$ cat src/rtl/issue_queue_pkg.sv
// issue_queue_pkg: shared instruction/physical-register typedefs, default depth and wakeup helpers
package issue_queue_pkg;
  localparam int IQ_DEPTH_DEF = 8;
  localparam int PREG_W = 6;
  typedef struct packed {
    logic              valid;
    logic [PREG_W-1:0] idx;
    logic              ready;
  } p_reg_t;
  typedef struct packed {
    logic              valid;
    logic [7:0]        op;
    logic [PREG_W-1:0] rd;
    p_reg_t            rs1;
    p_reg_t            rs2;
  } rinstr_t;
  // p0 is the hardwired zero register, so it never has to be waited on
  function automatic logic src_rdy(input p_reg_t s);
    return !s.valid || s.idx == '0 || s.ready;
  endfunction
  function automatic p_reg_t wake_src(input p_reg_t s, input p_reg_t c);
    wake_src = s;
    wake_src.ready = s.ready | (s.valid && c.valid && s.idx == c.idx);
  endfunction
  function automatic rinstr_t wake(input rinstr_t r, input p_reg_t c);
    wake = r;
    wake.rs1 = wake_src(r.rs1, c);
    wake.rs2 = wake_src(r.rs2, c);
  endfunction
endpackage

$ cat src/rtl/issue_queue_select.sv
// iq_select: oldest-first (lowest index) pick among eligible queue slots
//   eligible_i: per-slot eligibility; grant_o: one-hot winner; idx_o: winner index; any_o: a winner exists
module iq_select #(
  parameter int N = 8,
  localparam int IW = $clog2(N)
) (
  input  logic [N-1:0]  eligible_i,
  output logic [N-1:0]  grant_o,
  output logic [IW-1:0] idx_o,
  output logic          any_o
);
  always_comb begin
    grant_o = eligible_i & (~eligible_i + N'(1));
    idx_o = '0;
    for (int i = N - 1; i >= 0; i--) if (eligible_i[i]) idx_o = IW'(i);
    any_o = |eligible_i;
  end
endmodule

$ cat src/rtl/issue_queue.sv
// issue_queue: age-ordered collapsing issue queue with wakeup and oldest-ready issue
//   clk_i/rst_ni: clock, async active-low reset; rinstr_i: enqueue; p_commit_i: wakeup broadcast
//   flush_i: drop everything; issue_ready_i: downstream accepts issue_o; iq_full_o: no free slot
module issue_queue
  import issue_queue_pkg::*;
#(
  parameter int IQ_DEPTH = IQ_DEPTH_DEF
) (
  input  logic    clk_i,
  input  logic    rst_ni,
  input  rinstr_t rinstr_i,
  input  p_reg_t  p_commit_i,
  input  logic    flush_i,
  input  logic    issue_ready_i,
  output rinstr_t issue_o,
  output logic    iq_full_o
);
  localparam int IW = $clog2(IQ_DEPTH);
  localparam int CW = IW + 1;
  rinstr_t ent_q [IQ_DEPTH];
  rinstr_t ent_d [IQ_DEPTH];
  rinstr_t shift [IQ_DEPTH+1];
  logic [CW-1:0] count_q, count_d, base;
  logic [IQ_DEPTH-1:0] elig, grant;
  logic [IW-1:0] sel_idx;
  logic sel_any, do_iss, do_enq;
  // eligibility uses stored ready bits only, so a wakeup shows up one cycle later
  always_comb begin
    elig = '0;
    for (int i = 0; i < IQ_DEPTH; i++)
      elig[i] = CW'(i) < count_q && src_rdy(ent_q[i].rs1) && src_rdy(ent_q[i].rs2);
  end
  iq_select #(.N(IQ_DEPTH)) u_sel (
    .eligible_i(elig),
    .grant_o   (grant),
    .idx_o     (sel_idx),
    .any_o     (sel_any)
  );
  always_comb begin
    issue_o = '0;
    if (!flush_i) for (int i = 0; i < IQ_DEPTH; i++) if (grant[i]) issue_o = ent_q[i];
    issue_o.valid = sel_any && !flush_i;
  end
  assign iq_full_o = count_q == CW'(IQ_DEPTH);
  // wake first, then collapse over the issued slot, then append at the post-collapse tail
  always_comb begin
    do_iss = issue_o.valid && issue_ready_i;
    do_enq = rinstr_i.valid && !iq_full_o && !flush_i;
    base = count_q - CW'(do_iss);
    shift[IQ_DEPTH] = '0;
    for (int i = 0; i < IQ_DEPTH; i++) shift[i] = wake(ent_q[i], p_commit_i);
    for (int i = 0; i < IQ_DEPTH; i++) begin
      ent_d[i] = (do_iss && CW'(i) >= CW'(sel_idx)) ? shift[i+1] : shift[i];
      if (do_enq && CW'(i) == base) ent_d[i] = wake(rinstr_i, p_commit_i);
      if (flush_i) ent_d[i] = '0;
    end
    count_d = flush_i ? '0 : base + CW'(do_enq);
  end
  always_ff @(posedge clk_i or negedge rst_ni) begin
    if (!rst_ni) begin
      count_q <= '0;
      for (int i = 0; i < IQ_DEPTH; i++) ent_q[i] <= '0;
    end else begin
      count_q <= count_d;
      for (int i = 0; i < IQ_DEPTH; i++) ent_q[i] <= ent_d[i];
    end
  end
endmodule

$ cat config.mk
export PLATFORM = sky130hd
export DESIGN_NAME = issue_queue
export DESIGN_NICKNAME = d
export VERILOG_FILES = /design/src/rtl/issue_queue_pkg.sv /design/src/rtl/issue_queue_select.sv /design/src/rtl/issue_queue.sv
export SDC_FILE = /design/constraint.sdc
export NUM_CORES = 1
export LEC_CHECK = 0
export CAP_MARGIN = 20
export CELL_PAD_IN_SITES_DETAIL_PLACEMENT = 1
export CELL_PAD_IN_SITES_GLOBAL_PLACEMENT = 1
export CORE_ASPECT_RATIO = 0.6
export CORE_UTILIZATION = 42
export CTS_CLUSTER_DIAMETER = 200
export DETAILED_ROUTE_END_ITERATION = 16
export PLACE_DENSITY_LB_ADDON = 0.1
export SLEW_MARGIN = 20
export SYNTH_ARGS = -nofsm -noshare
export SYNTH_HDL_FRONTEND = slang
export SYNTH_SLANG_ARGS = --single-unit
$ cat constraint.sdc
create_clock -name clk_i -period 4.6 [get_ports clk_i]
set_clock_uncertainty 0.1 [all_clocks]
set_input_delay 0.92 -clock clk_i [delete_from_list [all_inputs] [get_ports clk_i]]
set_output_delay 0.92 -clock clk_i [all_outputs]
set_load 0.005 [all_outputs]
# Word level (Yosys, flattened, before mapping)
# Index checks and enable logic that the tools add are counted.
# op_classes
add_sub_neg,3
n_mul,0
div_mod_pow,0
n_lt_le_gt_ge,15
n_eq_ne,26
n_shift,0
mux,42
bitwise,20
n_reduce_logical,147
# ops
cell,count
$mux W31,24
$mux W30,9
$eq A6 B6 Y1,18
$logic_not A6 Y1,16
$logic_and A1 B1 Y1,71
$logic_or A1 B1 Y1,32
$mux W3,8
$reduce_bool A3 Y1,8
$logic_not A1 Y1,18
$or A1 B1 Y1,18
$eq A3 B4 Y1 const A,4
$lt A3 B4 Y1 const A,4
$ge A3 B3 Y1 const A,3
$add A8 B1 Y8 const B,1
$and A8 B8 Y8,1
$eq A2 B4 Y1 const A,2
$lt A1 B4 Y1 const A,2
$lt A2 B4 Y1 const A,2
$not A8 Y8,1
$reduce_or A8 Y1,1
$ge A1 B3 Y1 const A,2
$ge A2 B3 Y1 const A,2
$add A4 B1 Y4,1
$eq A1 B4 Y1 const A,1
other kinds (4),4
# word_totals
reg_bits,251
latch_bits,0
mem_bits_rw,0
mem_bits_ro,0
input_bits,43
output_inout_bits,32
elab_cells,325
n_memories,0

# Depth between registers and ports, before layout
# Gate-level depths: netlist of the first run.
# depth
word_depth,18
depth_mapped,16
ltp_nobuf,13

# By module
# Synthesis of the first run repeated with hierarchy kept, for this count alone.
# unflattened
hier_cells,1840
area_unflattened_um2,15707.6
# modules_own_cells
mod,instances,cells_each,area_per_inst_um2,seq_area_each_um2
issue_queue,1,1817,15568.7,6105.9
iq_select,1,23,138.9,0.0

# Worst setup path before layout of the first run
# Ideal clock, no wire load.
# synth_timing
path_kind,register to register
start,register ent_q[94] (netlist name)
end,register ent_q[32] (netlist name)
setup_time_ns,0.065
t_arrival_ns,4.140
required_ns,4.435
setup_slack_ns,0.295
stages_incl_launch_ff,15
n_path_buf,1
period_less_slack_ns,4.305
path_cell_list,dfrtp_1 -> or4_1 -> o311ai_0 -> o211ai_1 -> nor2b_1 -> a41oi_2 -> ha_1 -> ha_1 -> xor2_1 -> nand2_1 -> nor4_1 -> nor2_1 -> a31oi_2 -> buf_2 -> o221a_2
# synth_between
elab_chain_len,12
word_cells_on_any_way,20
cone_classes,add/sub (1); order compare (1); eq/ne (1); mux (7); reduce/logical (10)
# synth_lines
element,line_no,source
$logic_not A6 Y1 *,issue_queue_pkg.sv:19,return !s.valid || s.idx == '0 || s.ready;
$logic_or A1 B1 Y1 * (2 in series),issue_queue_pkg.sv:19,
$logic_and A1 B1 Y1 *,issue_queue.sv:31,elig[i] = CW'(i) < count_q && src_rdy(ent_q[i].rs1) && src_rdy(ent_q[i].rs2);
$reduce_or A8 Y1 / $mux W3 (equally long branches),"issue_queue_select.sv:16, issue_queue_select.sv:15",
$logic_and A1 B1 Y1 / $mux W3 (equally long branches),"issue_queue.sv:42, issue_queue_select.sv:15",
$logic_and A1 B1 Y1 / $mux W3 (equally long branches),"issue_queue.sv:47, issue_queue_select.sv:15",
$sub A4 B1 Y4 / $mux W3 (equally long branches),"issue_queue.sv:49, issue_queue_select.sv:15",
$eq A3 B4 Y1 / $mux W3 (equally long branches),"issue_queue.sv:54, issue_queue_select.sv:15",
$logic_and A1 B1 Y1 / $ge A3 B3 Y1 (equally long branches),"issue_queue.sv:54, issue_queue.sv:53",
$mux W31 / $logic_and A1 B1 Y1 (equally long branches),"issue_queue.sv:54, issue_queue.sv:53",
$mux W31 / $reduce_bool A3 Y1 (equally long branches),--,
# Mark *: on every way between the ends. The rest lies on a longest branch, timed or not.
# A chain may end at the register's enable or synchronous reset.

==> metrics.log, run 1 <==
INFO  metric outcome = finished with violations
INFO  metric failed_checks = setup timing
INFO  metric grt-ovfl-total = 0
INFO  metric place.detailed.hpwl = about 46000 µm
INFO  metric leakage = 0.00770 µW
INFO  metric route.final.wire_length = 67900 µm
INFO  metric cp.required = roughly 3.6 ns
INFO  metric p_switching = approximately 6500 µW
INFO  metric power.ir.vdd_worst = between 0.5 and 0.6 mV
INFO  metric drtAntennaViolNets = 0
INFO  metric dr.first_iter.drc_count = approximately 1900
INFO  metric postCtsHoldBufs = 0
INFO  metric worst_pin_slew = around 1.1 ns
INFO  metric layout-drive-gt1-share = 0.178
INFO  metric finalPower = approximately 14000 µW
INFO  metric synth.yosys.seq_area_share = 0.405
INFO  metric route.detailed.wl_per_inst = a little under 30 µm
INFO  metric fp-row-count = 53
INFO  metric insertion_delay = roughly 0.57 ns
INFO  metric worstRegToRegCells = 18
INFO  metric synth_most_common_cell = nor2_1
INFO  metric synth_seq_cells = about 240
INFO  metric drv_slew = 0
INFO  metric fin_cells = about 2300
INFO  metric gr-usage-all-layers = 0.369
INFO  metric synth_top_cell_by_area = dfrtp_1
INFO  metric clock_tree.htree_level_count = 1
INFO  metric via_count = 15500
INFO  metric fin_nets = roughly 1900
INFO  metric post-place-ws = -0.0206 ns
INFO  metric timing.max_cap.violations = 0
INFO  metric fmax = 217 MHz
INFO  metric internal_power = roughly 7300 µW
INFO  metric synth_flop_cell = dfrtp_1
INFO  metric synth-warning-count = 0
INFO  metric initial_standard_cell_utilization_of_the_core = 0.429
INFO  metric die_width = approximately 250 µm
INFO  metric synth.net_count = about 1800
INFO  metric cp_capture_type = output pin
INFO  metric combined_area_of_the_multi_input_logic_cells = 8510 µm²
INFO  metric placed_cells = 2261
INFO  metric drc_errors = 0
INFO  metric netlist-cell-type-count = between 60 and 70
INFO  metric report.final.setup_viol = 1
INFO  metric grt_pass1_wl = about 100000 µm
INFO  metric power.share.sequential = 0.233
INFO  metric route.detailed.vias_per_inst = between 6 and 7
INFO  metric synth_enable_flop_cells = 0
INFO  metric clock_tree.root_cell = clkbuf_16
INFO  metric ys_top_cells_by_count = 254 x nor2_1, 244 x dfrtp_1, 234 x nand2_1
INFO  metric register_area = about 6100 µm²
INFO  metric critical_path.startpoint_type = flip-flop
INFO  metric router_iterations_before_antenna_repair = 5
INFO  metric cellPowerDensity = 739 nW/µm²
INFO  metric worst-path-max-fanout = 10
INFO  metric share_clk_of_total_power = 0.178
INFO  metric capturing_element_of_the_worst_setup_path = issue_o[14]
INFO  metric final.fill_count = around 4100
INFO  metric combinational_fraction_of_design_power = 0.589
INFO  metric first_global_vias = about 16000
INFO  metric flow.area_growth_from_synthesis = 23.6%
INFO  metric syn-instance-count = 1758
INFO  metric sw_frac_of_total = 0.472
INFO  metric crit_path_start = ent_q[195]
INFO  metric finalHoldWorstSlack = 0.329 ns
INFO  metric postLayoutSetupSlackWorst = -0.0171 ns
INFO  metric post-route-period-util = 1.00
INFO  metric rr_endpoint = ent_q[51]
INFO  metric ys_async_sr_fraction = 1.00
INFO  metric ctsLongestPathBuffers = 3
INFO  metric path_class = flip-flop to output pin
INFO  metric portBuffers = 73
INFO  metric num_io_pins = 75
INFO  metric cts.sink_count = roughly 240
INFO  metric design.die.area = between 30000 and 40000 µm²
INFO  metric number_of_buffers_added_by_the_clock_tree_synthesis_step = 27
INFO  metric worst-endpoint-arrival = ~3.6 ns
INFO  metric rr_startpoint = ent_q[195]
INFO  metric post_synth_main_area_contributors = dfrtp_1 41%, nor2_1 6.3%, nand2_1 5.8%
INFO  metric grt_antenna_before_repair = 1
INFO  metric grt_start_max_net_pins = roughly 110
INFO  metric final_hold_viol_count = 0
INFO  metric final.min_clock_period = about 4.6 ns
INFO  metric synth_top_area_share = 0.405
INFO  metric cts_tree = yes
INFO  metric gp_congestion = between 0.8 and 0.9
INFO  metric setup.reg_to_reg.worst_slack = around 0.06 ns
INFO  metric netlist_area = roughly 15000 µm²
INFO  metric worst_hold_path_type = input pin to async pin
INFO  metric postSynthAreaPerCell = around 8.6 µm²
INFO  metric worst_setup_hold_path_clk_slew = approximately 0.070 ns
INFO  metric core = between 30000 and 40000 µm²
INFO  metric fp.dieH = around 150 µm
INFO  metric slew_headroom = 0.232
## per-stage QoR
| step | util | setup TNS (ns) | instance area (µm²) |
|---|---|---|---|
| after floorplan | - | 0 | 15100 |
| after global placement | 0.486 | 0 | 17100 |
| after detailed placement | 0.486 | -0.207 | 17100 |
| after CTS | 0.523 | -0.475 | 18400 |
| after global routing | 0.530 | -0.171 | 18600 |
| final | 0.530 | -0.0171 | 18600 |
## registers in the layout (all words and copies together) (netlist names)
register and flops:
count_q 4, ent_q 240
## layer usage
layer / vias up / GRT usage / part of all wire
met4: 0 / 0.0670 / 0.017
met2: 926 / 0.486 / 0.39
met5: - / 0 / 0
li1: 6577 / - / -
met3: 91 / 0.125 / 0.14
met1: 7954 / 0.573 / 0.45
## worst max-delay path, stage by stage (launching register included)
cell and delay [ns]:
dfrtp_1 0.46, nor4_2 0.36, buf_4 0.18, nor2_2 0.05
nor3_4 0.32, or4_4 0.21, buf_12 0.13, nor2_4 0.05
buf_4 0.15, clkbuf_16 0.18, a221oi_4 0.34, buf_4 0.19
a31oi_1 0.07, dlygate4sd2_1 0.30
## logic make-up after synthesis
kind of cell | share of synthesized area
fa+ha+maj | 0.00332
xor+xnor | 0.0657
buf+inv | 0.0551
simple gates | 0.190
flops | 0.405
compound gates | 0.235
mux | 0.0465
## cells in the final DEF, fill, tap and decap left out, types with 5 or more instances in the layout
master,Yosys,layout
nor2_1,254,251
dfrtp_1,244,242
nand2_1,234,233
buf_4,3,147
a311oi_1,100,99
nand3_1,88,86
xnor2_1,75,74
mux2i_1,70,70
a21oi_1,79,68
o21ai_0,49,48
a211oi_1,43,41
clkdlybuf4s50_1,0,41
xor2_1,38,37
clkbuf_16,0,29
o221a_2,28,28
a22o_1,28,28
a22oi_1,27,27
a221oi_1,29,26
a31oi_1,29,23
buf_12,0,22
dlygate4sd2_1,0,20
nor3_1,22,17
inv_1,14,14
nand2b_1,13,12
a21oi_2,0,11
nor4_1,14,9
a41o_1,8,8
a31oi_2,1,7
a41oi_1,6,6
o41ai_1,7,6
clkbuf_8,0,6
clkinv_2,0,6
nor4_2,0,5
or4_1,6,5
o211ai_1,5,5
bufinv_16,0,5
## power groups by stage
stage               combinational (µW)  clock (µW)  sequential [µW]
finish                            8110        2440             3210
global route                      8440        2550             3260
CTS                               7500        2450             3170
detailed placement                7080           0             3180
global placement                  6930           0             3170
floorplan                         3560           0             3010
## cell type report
class                   count  share of cell area
inverters                  14             0.00282
clock buffers              35              0.0411
diodes                      1            0.000134
flip-flops and latches    244               0.328
well taps                 467              0.0314
multi-input cells        1313               0.457
clock inverters            14              0.0112
repair buffers            249               0.128
## worst min-delay path by stage
stage | endpoint | slack [ns] | cells after the start
6_report | ent_q[1] | 0.33 | 1
5_1_grt | ent_q[1] | 0.40 | 1
4_1_cts | ent_q[4] | 0.38 | 1
3_5_place_dp | ent_q[18] | 0.42 | 1
3_3_place_gp | ent_q[17] | 0.41 | 1
2_1_floorplan | ent_q[16] | 0.39 | 1
## repair_timing
item / 4_1_cts / 5_1_grt
setup endpoints to repair: 76 / 140
buffers inserted: 15 / 7
hold endpoints to repair: 0 / 0
gates resized for setup: 60 / 49
gates cloned: 2 / 2
pin swaps: 23 / 19
(Power assumes the default switching activity.)
==> run 2: changes to the inputs <==
--- a/config.mk
+++ b/config.mk
@@ -5,7 +5,7 @@
 export SDC_FILE = /design/constraint.sdc
 export NUM_CORES = 1
 export LEC_CHECK = 0
-export CAP_MARGIN = 20
+export CAP_MARGIN = 40
 export CELL_PAD_IN_SITES_DETAIL_PLACEMENT = 1
 export CELL_PAD_IN_SITES_GLOBAL_PLACEMENT = 1
 export CORE_ASPECT_RATIO = 0.6
==> run 2 against run 1 <==
  * Cell count hardly changed
  * First-iteration DRC count grew 9.3%
  * Cell area decreased by 0.97%
  * Clock power fell by 9.8%
  * The run now ends clean
  * Core utilization shrank 0.52 points
  * Flip-flop and latch count stayed put
  * Wire length decreased by 0.54%
  * Critical path type unchanged
  * Global-route usage is 0.21 points lower
  * Combinational power decreased by 2%
  * Largest cell class unchanged
==> metrics.log, run 2 (synthesis results as in run 1) <==
INFO  metric path_class = flip-flop to output pin
INFO  metric outcome = completed
INFO  metric fin_cells = ~2300
INFO  metric worst-path-max-fanout = 5
INFO  metric cp_capture_type = output pin
INFO  metric report.final.setup_viol = 0
INFO  metric clock_tree.htree_level_count = 1
INFO  metric core = around 35000 µm²
INFO  metric ctsLongestPathBuffers = 3
INFO  metric cp_slowest_stage_delay = about 0.55 ns
INFO  metric flow.area_growth_from_synthesis = 22.4%
INFO  metric fmax = ~220 MHz
INFO  metric largest_register = ent_q
INFO  metric grt_antenna_before_repair = 2
INFO  metric gp_congestion = about 0.89
INFO  metric critical_path.slowest_cell = or4_4
INFO  metric grt_pass1_wl = approximately 100000 µm
INFO  metric route.final.wire_length = between 60000 and 70000 µm
INFO  metric cp.required = about 3.6 ns
INFO  metric router_iterations_before_antenna_repair = 5
INFO  metric die_width = 247 µm
INFO  metric insertion_delay = between 0.5 and 0.6 ns
INFO  metric fin_nets = around 1900
INFO  metric number_of_buffers_added_by_the_clock_tree_synthesis_step = 27
INFO  metric final_hold_viol_count = 0
INFO  metric initial_standard_cell_utilization_of_the_core = 0.429
INFO  metric grt-ovfl-total = 0
INFO  metric drv_slew = 0
INFO  metric layout_commonest_cell = nor2_1
INFO  metric setup.reg_to_reg.worst_slack = approximately 0.15 ns
INFO  metric route.detailed.vias_per_inst = between 6 and 7
INFO  metric critical_path.startpoint_type = flip-flop
INFO  metric slew_headroom = 0.375
INFO  metric cts.sink_count = around 240
INFO  metric leakage = approximately 0.0076 µW
INFO  metric power.ir.vdd_worst = 0.521 mV
INFO  metric worst-endpoint-arrival = between 3 and 4 ns
INFO  metric gr-usage-all-layers = 0.367
INFO  metric post-place-ws = -0.0249 ns
INFO  metric design.die.area = approximately 37000 µm²
INFO  metric postLayoutSetupSlackWorst = 0.0131 ns
INFO  metric post-route-period-util = 0.997
INFO  metric place.detailed.hpwl = roughly 46000 µm
INFO  metric route.detailed.wl_per_inst = 28.9 µm
INFO  metric setup_tns = 0 ns
INFO  metric via_count = 15500
INFO  metric combined_area_of_the_multi_input_logic_cells = 8480 µm²
INFO  metric cellPowerDensity = 726 nW/µm²
INFO  metric first_global_vias = around 15000
INFO  metric grt_start_max_net_pins = approximately 110
INFO  metric drc_errors = 0
INFO  metric drtAntennaViolNets = 0
INFO  metric largest_reg_flops = 240
INFO  metric dr.first_iter.drc_count = 2114
INFO  metric mostFrequentLayoutCells = 252 x nor2_1, 243 x dfrtp_1, 233 x nand2_1
INFO  metric final_cell_area = 18400 µm²
INFO  metric finalPower = 13400 µW
INFO  metric fp-row-count = 53
INFO  metric placed_cell_area = between 15000 and 20000 µm²
INFO  metric cp_num_buf_inv = 5
INFO  metric placed_cells = approximately 2300
INFO  metric layout_top_registers = ent_q x240, count_q x4
INFO  metric clock_tree.root_cell = clkbuf_16
INFO  metric num_io_pins = 75
INFO  metric timing.max_cap.violations = 0
INFO  metric crit_path_cell_trace = or2_4 > buf_4 > nand3_1 > a21oi_2 > or4_4 > buf_12 > buf_4 > buf_4 > o32ai_2 > a31oi_2 > dlygate4sd2_1
INFO  metric critical-path-top-delay-family = simple AND/OR/NAND/NOR gates
INFO  metric grt_setup_unrepaired = true
INFO  metric register_area = 6110 µm²
INFO  metric most_frequent_cp_cell = buf_4
INFO  metric worst_pin_slew = between 0.9 and 1 ns
INFO  metric layout-drive-gt1-share = 0.171
INFO  metric cts_tree = yes
INFO  metric final.min_clock_period = between 4 and 5 ns
INFO  metric insertedDiodeCount = 0
INFO  metric fp.dieH = 149 µm
INFO  metric final.fill_count = 4043
INFO  metric worst_setup_hold_path_clk_slew = roughly 0.070 ns
INFO  metric portBuffers = 73
INFO  metric worst_hold_path_type = input pin to async pin
[run 2: cell count changes in the layout (fill, tap and decap cells not counted), sizes merged]
cell / before / now
clkdlybuf4s15: 2 / 0
diode: 1 / 0
clkinv: 7 / 4
dlygate4sd2: 20 / 21
clkbuf: 41 / 49
bufinv: 5 / 1
buf: 176 / 178
dlymetal6s2s: 3 / 0
[run 2: worst paths after layout]
kind,start,end,depth (start not counted)
max,count_q[3],issue_o[0],11
min,rst_ni,ent_q[33],1
min in group clk_i,ent_q[22],ent_q[22],1
max reg2reg,ent_q[229],ent_q[47],20
max in group asynchronous,rst_ni,ent_q[173],2
min reg2reg,ent_q[22],ent_q[22],1
[run 2: area by class of cell]
type	instances	area share
Clock buffer	41	0.0427
Timing Repair Buffer	249	0.128
Clock inverter	7	0.00366
Inverter	14	0.00285
Tap cell	467	0.0317
Sequential cell	244	0.331
Multi-Input combinational cell	1313	0.460
[run 2: metal layers]
layer,share of wire,up-vias,track usage
li1,-,6558,-
met1,0.46,7994,0.580
met2,0.39,899,0.476
met3,0.13,86,0.118
met4,0.018,2,0.0645
met5,0.00018,-,0
[run 2: where the power goes]
group | switching (µW) | internal [µW] | total, µW
sequential | 603 | 2610 | 3210
clock | 965 | 1230 | 2200
combinational | 4830 | 3140 | 7970
[run 2: what timing repair did]
action	in CTS	in global routing
pin swaps	21	17
buffers inserted	14	5
cloned	2	2
hold buffers	0	0
setup endpoints to repair	60	115
resized for setup	62	41
[run 2: per-stage QoR]
step | hold WS, ns | utilization
after detailed placement | 0.416 | 0.487
after floorplan | 0.389 | -
after global placement | 0.406 | 0.486
after global routing | 0.396 | 0.525
final | 0.309 | 0.525
after CTS | 0.382 | 0.519
==> run 3: changes to the inputs <==
--- a/config.mk
+++ b/config.mk
@@ -12,6 +12,7 @@
 export CORE_UTILIZATION = 42
 export CTS_CLUSTER_DIAMETER = 200
 export DETAILED_ROUTE_END_ITERATION = 16
+export HOLD_SLACK_MARGIN = 0.1
 export PLACE_DENSITY_LB_ADDON = 0.1
 export SLEW_MARGIN = 20
 export SYNTH_ARGS = -nofsm -noshare
==> results of run 3 <==
The final DEF is identical to that of run 2; final timing and power are the same.
